File: config.mk
export PLATFORM = sky130hd
export DESIGN_NAME = raster_addr_gen
export DESIGN_NICKNAME = d
export VERILOG_FILES = /design/src/rtl/raster_addr_gen.sv
export SDC_FILE = /design/constraint.sdc
export NUM_CORES = 1
export LEC_CHECK = 0
export BUFFER_PORTS_ARGS = -buffer_cell sky130_fd_sc_hd__buf_2
export CAP_MARGIN = 0
export CORE_MARGIN = 1
export CORE_UTILIZATION = 58
export DETAILED_ROUTE_END_ITERATION = 7
export PLACE_DENSITY = 0.9
export SLEW_MARGIN = 20
export SYNTH_ARGS = -nofsm -noshare
export SYNTH_HDL_FRONTEND = slang
export SYNTH_SLANG_ARGS = --single-unit
File: constraint.sdc
create_clock -name clk_i -period 3.7 [get_ports clk_i]
set_input_delay 0.555 -clock clk_i [delete_from_list [all_inputs] [get_ports clk_i]]
set_output_delay 0.555 -clock clk_i [all_outputs]
set_load 0.01 [all_outputs]
File: src/rtl/raster_addr_gen.sv
// rtl/raster_addr_gen.sv - row/column address sequencer for a rectangular window of a row-major buffer
module raster_addr_gen #(
    parameter int AddrBits = 16,
    parameter int DimBits  = 8
) (
    input  logic                clk_i,
    input  logic                rst_i,
    input  logic                start_i,
    input  logic [AddrBits-1:0] base_addr_i,
    input  logic [DimBits-1:0]  cols_i,
    input  logic [DimBits-1:0]  rows_i,
    input  logic [AddrBits-1:0] row_stride_i,
    input  logic                ready_i,
    output logic [AddrBits-1:0] addr_o,
    output logic [DimBits-1:0]  col_o,
    output logic [DimBits-1:0]  row_o,
    output logic                valid_o,
    output logic                last_o,
    output logic                busy_o,
    output logic                done_o
);

    typedef enum logic [1:0] {S_IDLE, S_RUN, S_DONE} state_t;

    state_t              r_state;
    logic [AddrBits-1:0] r_addr;
    logic [AddrBits-1:0] r_row_base;
    logic [AddrBits-1:0] r_stride;
    logic [DimBits-1:0]  r_cols;
    logic [DimBits-1:0]  r_rows;
    logic [DimBits-1:0]  r_col;
    logic [DimBits-1:0]  r_row;
    logic                r_valid;
    logic                r_last;
    logic                r_busy;
    logic                r_done;

    logic                w_xfer;
    logic                w_end_col;
    logic                w_end_row;
    logic [DimBits-1:0]  w_next_col;
    logic [DimBits-1:0]  w_next_row;
    logic [AddrBits-1:0] w_next_row_base;
    logic [AddrBits-1:0] w_next_addr;
    logic                w_next_last;
    logic                w_start_empty;

    assign w_xfer          = (r_state == S_RUN) && ready_i;
    assign w_end_col       = (r_col == r_cols - DimBits'(1));
    assign w_end_row       = (r_row == r_rows - DimBits'(1));
    assign w_next_col      = w_end_col ? '0 : r_col + DimBits'(1);
    assign w_next_row      = w_end_col ? r_row + DimBits'(1) : r_row;
    assign w_next_row_base = r_row_base + r_stride;
    assign w_next_addr     = w_end_col ? w_next_row_base : r_addr + AddrBits'(1);
    // last is registered, so it is computed for the beat we are about to present
    assign w_next_last     = (w_next_col == r_cols - DimBits'(1)) &&
                             (w_next_row == r_rows - DimBits'(1));
    assign w_start_empty   = (cols_i == '0) || (rows_i == '0);

    always_ff @(posedge clk_i) begin
        if (rst_i) begin
            r_state    <= S_IDLE;
            r_addr     <= '0;
            r_row_base <= '0;
            r_stride   <= '0;
            r_cols     <= '0;
            r_rows     <= '0;
            r_col      <= '0;
            r_row      <= '0;
            r_valid    <= 1'b0;
            r_last     <= 1'b0;
            r_busy     <= 1'b0;
            r_done     <= 1'b0;
        end else begin
            case (r_state)
                S_IDLE: begin
                    r_done <= 1'b0;
                    if (start_i) begin
                        r_cols   <= cols_i;
                        r_rows   <= rows_i;
                        r_stride <= row_stride_i;
                        r_busy   <= 1'b1;
                        if (w_start_empty) begin
                            r_state <= S_DONE;
                            r_done  <= 1'b1;
                        end else begin
                            r_state    <= S_RUN;
                            r_addr     <= base_addr_i;
                            r_row_base <= base_addr_i;
                            r_col      <= '0;
                            r_row      <= '0;
                            r_valid    <= 1'b1;
                            r_last     <= (cols_i == DimBits'(1)) && (rows_i == DimBits'(1));
                        end
                    end
                end
                S_RUN: begin
                    if (w_xfer) begin
                        if (w_end_col && w_end_row) begin
                            r_state <= S_DONE;
                            r_valid <= 1'b0;
                            r_last  <= 1'b0;
                            r_done  <= 1'b1;
                        end else begin
                            r_addr <= w_next_addr;
                            r_col  <= w_next_col;
                            r_row  <= w_next_row;
                            r_last <= w_next_last;
                            if (w_end_col) begin
                                r_row_base <= w_next_row_base;
                            end
                        end
                    end
                end
                S_DONE: begin
                    r_state <= S_IDLE;
                    r_done  <= 1'b0;
                    r_busy  <= 1'b0;
                end
                default: begin
                    r_state <= S_IDLE;
                    r_valid <= 1'b0;
                    r_last  <= 1'b0;
                    r_busy  <= 1'b0;
                    r_done  <= 1'b0;
                end
            endcase
        end
    end

    always_ff @(posedge clk_i) begin
        assert (!(r_valid && !r_busy));
    end

    assign addr_o  = r_addr;
    assign col_o   = r_col;
    assign row_o   = r_row;
    assign valid_o = r_valid;
    assign last_o  = r_last;
    assign busy_o  = r_busy;
    assign done_o  = r_done;

endmodule

Word-level counts from Yosys, hierarchy flattened
Index checks and enable logic that the tools add are counted.
{"block": "classes", "addsub": 6, "eq_ne": 14, "n_mux": 42, "bitwise_logic": 2, "reduce_logical": 17}
{"cell": "$mux 16", "n": 8}
{"cell": "$mux 8", "n": 8}
{"cell": "$pmux 16 s2", "n": 2}
{"cell": "$eq 8x8->1", "n": 4}
{"cell": "$pmux 8 s2", "n": 2}
{"cell": "$add 16x1->16 const B", "n": 1}
{"cell": "$add 16x16->16", "n": 1}
{"cell": "$add 8x1->8 const B", "n": 2}
{"cell": "$eq 8x1->1 const B", "n": 2}
{"cell": "$logic_not 8->1", "n": 2}
{"cell": "$sub 8x1->8 const B", "n": 2}
{"cell": "$mux 1", "n": 13}
{"cell": "$ne 2x2->1 const B", "n": 5}
{"cell": "$reduce_and 5->1", "n": 2}
{"cell": "$mux 2", "n": 4}
{"cell": "$pmux 1 s3", "n": 2}
{"cell": "$reduce_and 2->1", "n": 3}
{"cell": "$reduce_and 6->1", "n": 1}
{"cell": "$logic_and 1x1->1", "n": 4}
{"cell": "$pmux 1 s2", "n": 2}
{"cell": "$pmux 2 s2", "n": 1}
{"cell": "$reduce_and 4->1", "n": 1}
{"cell": "$reduce_and 3->1", "n": 1}
{"cell": "$eq 2x1->1 const B", "n": 1}
{"cell": "other kinds (6)", "n": 7}
{"block": "word_totals", "regBits": 86, "inputBits": 52, "out_inout_bits": 36}

Depth between registers and ports, before layout
{"block": "logic_depth", "depth_word": 8, "depth_mapped": 13, "ltp_nobuf": 11}

Least setup slack after synthesis
Ideal clock, no wire load.
{"block": "synth_timing", "kind": "reg-to-reg", "from": "reg r_cols[0]", "to": "reg r_row[7] (netlist: row_o[7])", "arrival_ns": 2.857, "t_required_ns": 3.626, "setup_slack_ns": 0.769, "path_stages_with_launch": 14, "cell_sequence": "dfxtp_1 -> buf_2 -> inv_1 -> ha_1 -> nor3b_1 -> xnor2_1 -> a21boi_1 -> o2111a_1 -> buf_2 -> a31o_1 -> buf_6 -> or2_4 -> or4_1 -> a31oi_1"}
{"block": "synth_between", "elab_chain_cells": 6}
{"item": "start, declared", "line": "29", "text": "logic [DimBits-1:0] r_cols;"}
{"item": "start signal, assigned", "line": "79", "text": "r_cols <= cols_i;"}
{"item": "$sub 8x1->8 (*)", "line": "49", "text": "assign w_end_col = (r_col == r_cols - DimBits'(1));"}
{"item": "$eq 8x8->1 (*)", "line": "49"}
{"item": "$mux 8", "line": "52", "text": "assign w_next_row = w_end_col ? r_row + DimBits'(1) : r_row;"}
{"item": "$mux 8", "line": "99", "text": "if (w_end_col && w_end_row) begin"}
{"item": "$mux 8", "line": "98", "text": "if (w_xfer) begin"}
{"item": "$pmux 8 s2", "line": "75", "text": "case (r_state)"}
{"item": "end signal, assigned", "line": "107", "text": "r_row <= w_next_row;"}
{"item": "end, declared", "line": "32", "text": "logic [DimBits-1:0] r_row;"}
Mark *: on every way between the ends. The rest lies on a longest branch, timed or not. The select of a mux whose other input is x is not followed.
A chain may end at the register's enable or synchronous reset.

Worst setup path after layout
Same ends and word-level chain as after synthesis.

==> results.json <==
{
  "post-synth-top-count-cell": "nand2_1",
  "place_hpwl_um": 11900,
  "seq_area_frac_synth": 0.303,
  "firstDrtPassIters": 7,
  "p_leak_uw": 0.00264,
  "ys_top_cells_by_count": "nand2_1 (124), dfxtp_1 (86), a21oi_1 (71), o21ai_0 (49), nor2_1 (46)",
  "worst_path_max_delay_cell": "dfxtp_1",
  "worstPathCellList": "inv_1, ha_1, nor3b_1, xnor2_1, a21boi_1, o2111a_1, a31o_1, or2_4, or4_1, a31oi_1",
  "max-slew-margin-rel": 0.466,
  "avgSynthCellArea_um2": 7.50,
  "num-fill-cells": 823,
  "grtUsageMet1": 0.401,
  "place_congestion": 0.996,
  "hold_violations": 0,
  "routedWlPerCell_um": 17.3,
  "numPlacedInstances": 940,
  "clk_path_buf_depth": 2,
  "crit_type": "flip-flop to flip-flop",
  "crit_fanout": 10,
  "antenna_cells": 0,
  "syn-num-nets": 832,
  "syn_to_final_growth_pct": 12.7,
  "gr-usage-met2": 0.566,
  "numCtsBuffers": 9,
  "drtIter0Drc": 631,
  "slew_viol_final": 0,
  "track_usage": 0.332,
  "cts_max_level": 3,
  "timing.fmax_mhz": 301,
  "setup_tns_ns": 0,
  "max_stage_delay_ns": 0.52,
  "timing.hold.ws_ns": 0.418,
  "status": "complete, no violations",
  "die_h_um": 101,
  "crit_required_ns": 3.99,
  "synthTopCellsByArea": "dfxtp_1 (30%), nand2_1 (8.2%), a21oi_1 (6.2%), ha_1 (4.4%), o21ai_0 (4.3%)",
  "drtAntennaViolNets": 0,
  "ctsResizeCount": 0,
  "worstSkewPairLatency_ns": 0.36,
  "setup_viol": 0,
  "ys.warnings.count": 0,
  "post-cts-setup-buffer-count": 0,
  "ys_types": 68,
  "cp.arrival_ns": 3.62,
  "syn_inst": 759,
  "die_w_um": 101,
  "antenna_found_initial": 0,
  "cts.sinks": 86,
  "std_cell_rows": 35,
  "start_kind": "flip-flop",
  "drc": 0,
  "root_buffer": "clkbuf_8",
  "synth_top_area_share": 0.303,
  "vias": 6159,
  "initial_core_util": 0.607,
  "fin_crit_sh": 0.899,
  "post-place-ws_ns": 0.484,
  "grtUsageMet3": 0.0472,
  "end_kind": "flip-flop",
  "async_reset_ff_frac": 0,
  "setup_slack_ns": 0.375,
  "fp.coreArea_um2": 9370,
  "grt-busiest-layer": "met2",
  "clock_skew_ns": 0.00665,
  "grt_pass1_wl_um": 26900,
  "cts_tree": "done",
  "yosys_most_used_dff": "dfxtp_1",
  "p_per_area_nw_per_um2": 392,
  "port_buffers": 87,
  "grt_max_degree": 53,
  "grt_pass1_vias": 5866,
  "dieArea_um2": 10200,
  "routed_wl_um": 16500,
  "via_per_inst": 6.44,
  "maxCapViolations": 0,
  "fin_util": 0.684,
  "hold_path.class": "input pin to flip-flop",
  "netlist_area_um2": 5690,
  "nets": 895,
  "final_layout_size_suffix_gt1_frac": 0.157,
  "yosys.area.top_type": "dfxtp_1",
  "ioPinCount": 88,
  "synth_seq_cells": 86,
  "hold_buffers": 0,
  "rsz0062_at_grt": "no",
  "synth_edf_count": 0,
  "vdd_drop_max_uv": 259,
  "fin_cells": 956,
  "clk_pin_slew_ns": 0.09,
  "finalCriticalPeriod_ns": 3.32,
  "grt_overflow": 0,
  "worst_pin_slew_ns": 0.799
}
[path summary, 6_finish.rpt]
| path | from | to | slack, ns | cells after the start |
|---|---|---|---|---|
| setup reg to reg | r_cols[0] | row_o[7] | 0.38 | 10 |
| hold / removal | row_stride_i[6] | r_stride[6] | 0.42 | 3 |
| setup / recovery | r_cols[0] | row_o[7] | 0.38 | 10 |
| hold reg to reg | r_stride[7] | r_stride[7] | 0.47 | 2 |
[power by group]
group	switching [uW]	internal (uW)	leakage, uW
sequential	84.3	1000	0.000705
combinational	436	284	0.00184
clock	356	352	0.0000992
total	877	1640	0.00264
[sequential cells by signal, indices dropped and copies added, names as in the netlist]
register	flops
col_o	8
r_rows	8
addr_o	16
r_stride	16
r_row_base	16
r_state	2
busy_o	1
done_o	1
r_cols	8
last_o	1
row_o	8
valid_o	1
[metal layers]
layer	up-vias	routed length, um
li1	2880	-
met1	2814	6470
met3	71	1530
met5	-	0
met2	394	7950
met4	0	579
[area by class of cell]
cell class / instances / area (um^2) / share of cell area
Timing Repair Buffer: 103 / 556 / 0.0867
Clock inverter: 4 / 53.8 / 0.00839
Clock buffer: 12 / 155 / 0.0242
Inverter: 18 / 67.6 / 0.0105
Multi-Input combinational cell: 604 / 3700 / 0.577
Tap cell: 129 / 161 / 0.0252
Sequential cell: 86 / 1720 / 0.269
[cell families (layout without fill, tap and decap cells)]
family                   Yosys count  count (layout)  share of synthesized area
AND/OR/NAND/NOR                  312             312                      0.270
XOR/XNOR                          44              44                     0.0765
adder cells (fa/ha/maj)           21              21                     0.0475
multiplexers                       3               3                    0.00528
AO/OA/AOI/OAI                    224             224                      0.248
flip-flops                        86              86                      0.303
buffers and inverters             69             137                     0.0497
[worst max-delay path, delay by kind of cell (launching register included)]
kind	cells	cell delay (ns)
XOR/XNOR	1	0.40
flip-flops	1	0.52
AND/OR/NAND/NOR	3	0.97
AO/OA/AOI/OAI	4	0.93
adder cells (fa/ha/maj)	1	0.32
buffers and inverters	1	0.10
[per-stage QoR]
stage | power (uW) | cell area, um^2
2_1_floorplan | 1600 | 5690
3_3_place_gp | 1770 | 6200
3_5_place_dp | 1800 | 6200
4_1_cts | 2500 | 6410
5_1_grt | 2630 | 6410
6_report | 2510 | 6410
[cells in the final DEF (no fill, tap or decap), types with 7 or more instances in the layout]
| cell type | instances |
|---|---|
| clkbuf_8 | 11 |
| nand2b_1 | 13 |
| a211oi_1 | 12 |
| nor4_1 | 12 |
| xor2_1 | 17 |
| xnor2_1 | 23 |
| nand2_1 | 124 |
| a31oi_1 | 17 |
| nand3_1 | 25 |
| nor3_1 | 27 |
| buf_2 | 87 |
| nor2b_1 | 7 |
| o21ai_0 | 49 |
| and3_1 | 11 |
| a21o_1 | 9 |
| nor3b_1 | 7 |
| dfxtp_1 | 86 |
| nor2_1 | 45 |
| or3_1 | 9 |
| inv_1 | 18 |
| o211ai_1 | 9 |
| a21oi_1 | 71 |
| buf_4 | 16 |
| o21a_1 | 8 |
| ha_1 | 20 |
No activity file was read; power rests on OpenSTA's default activity.
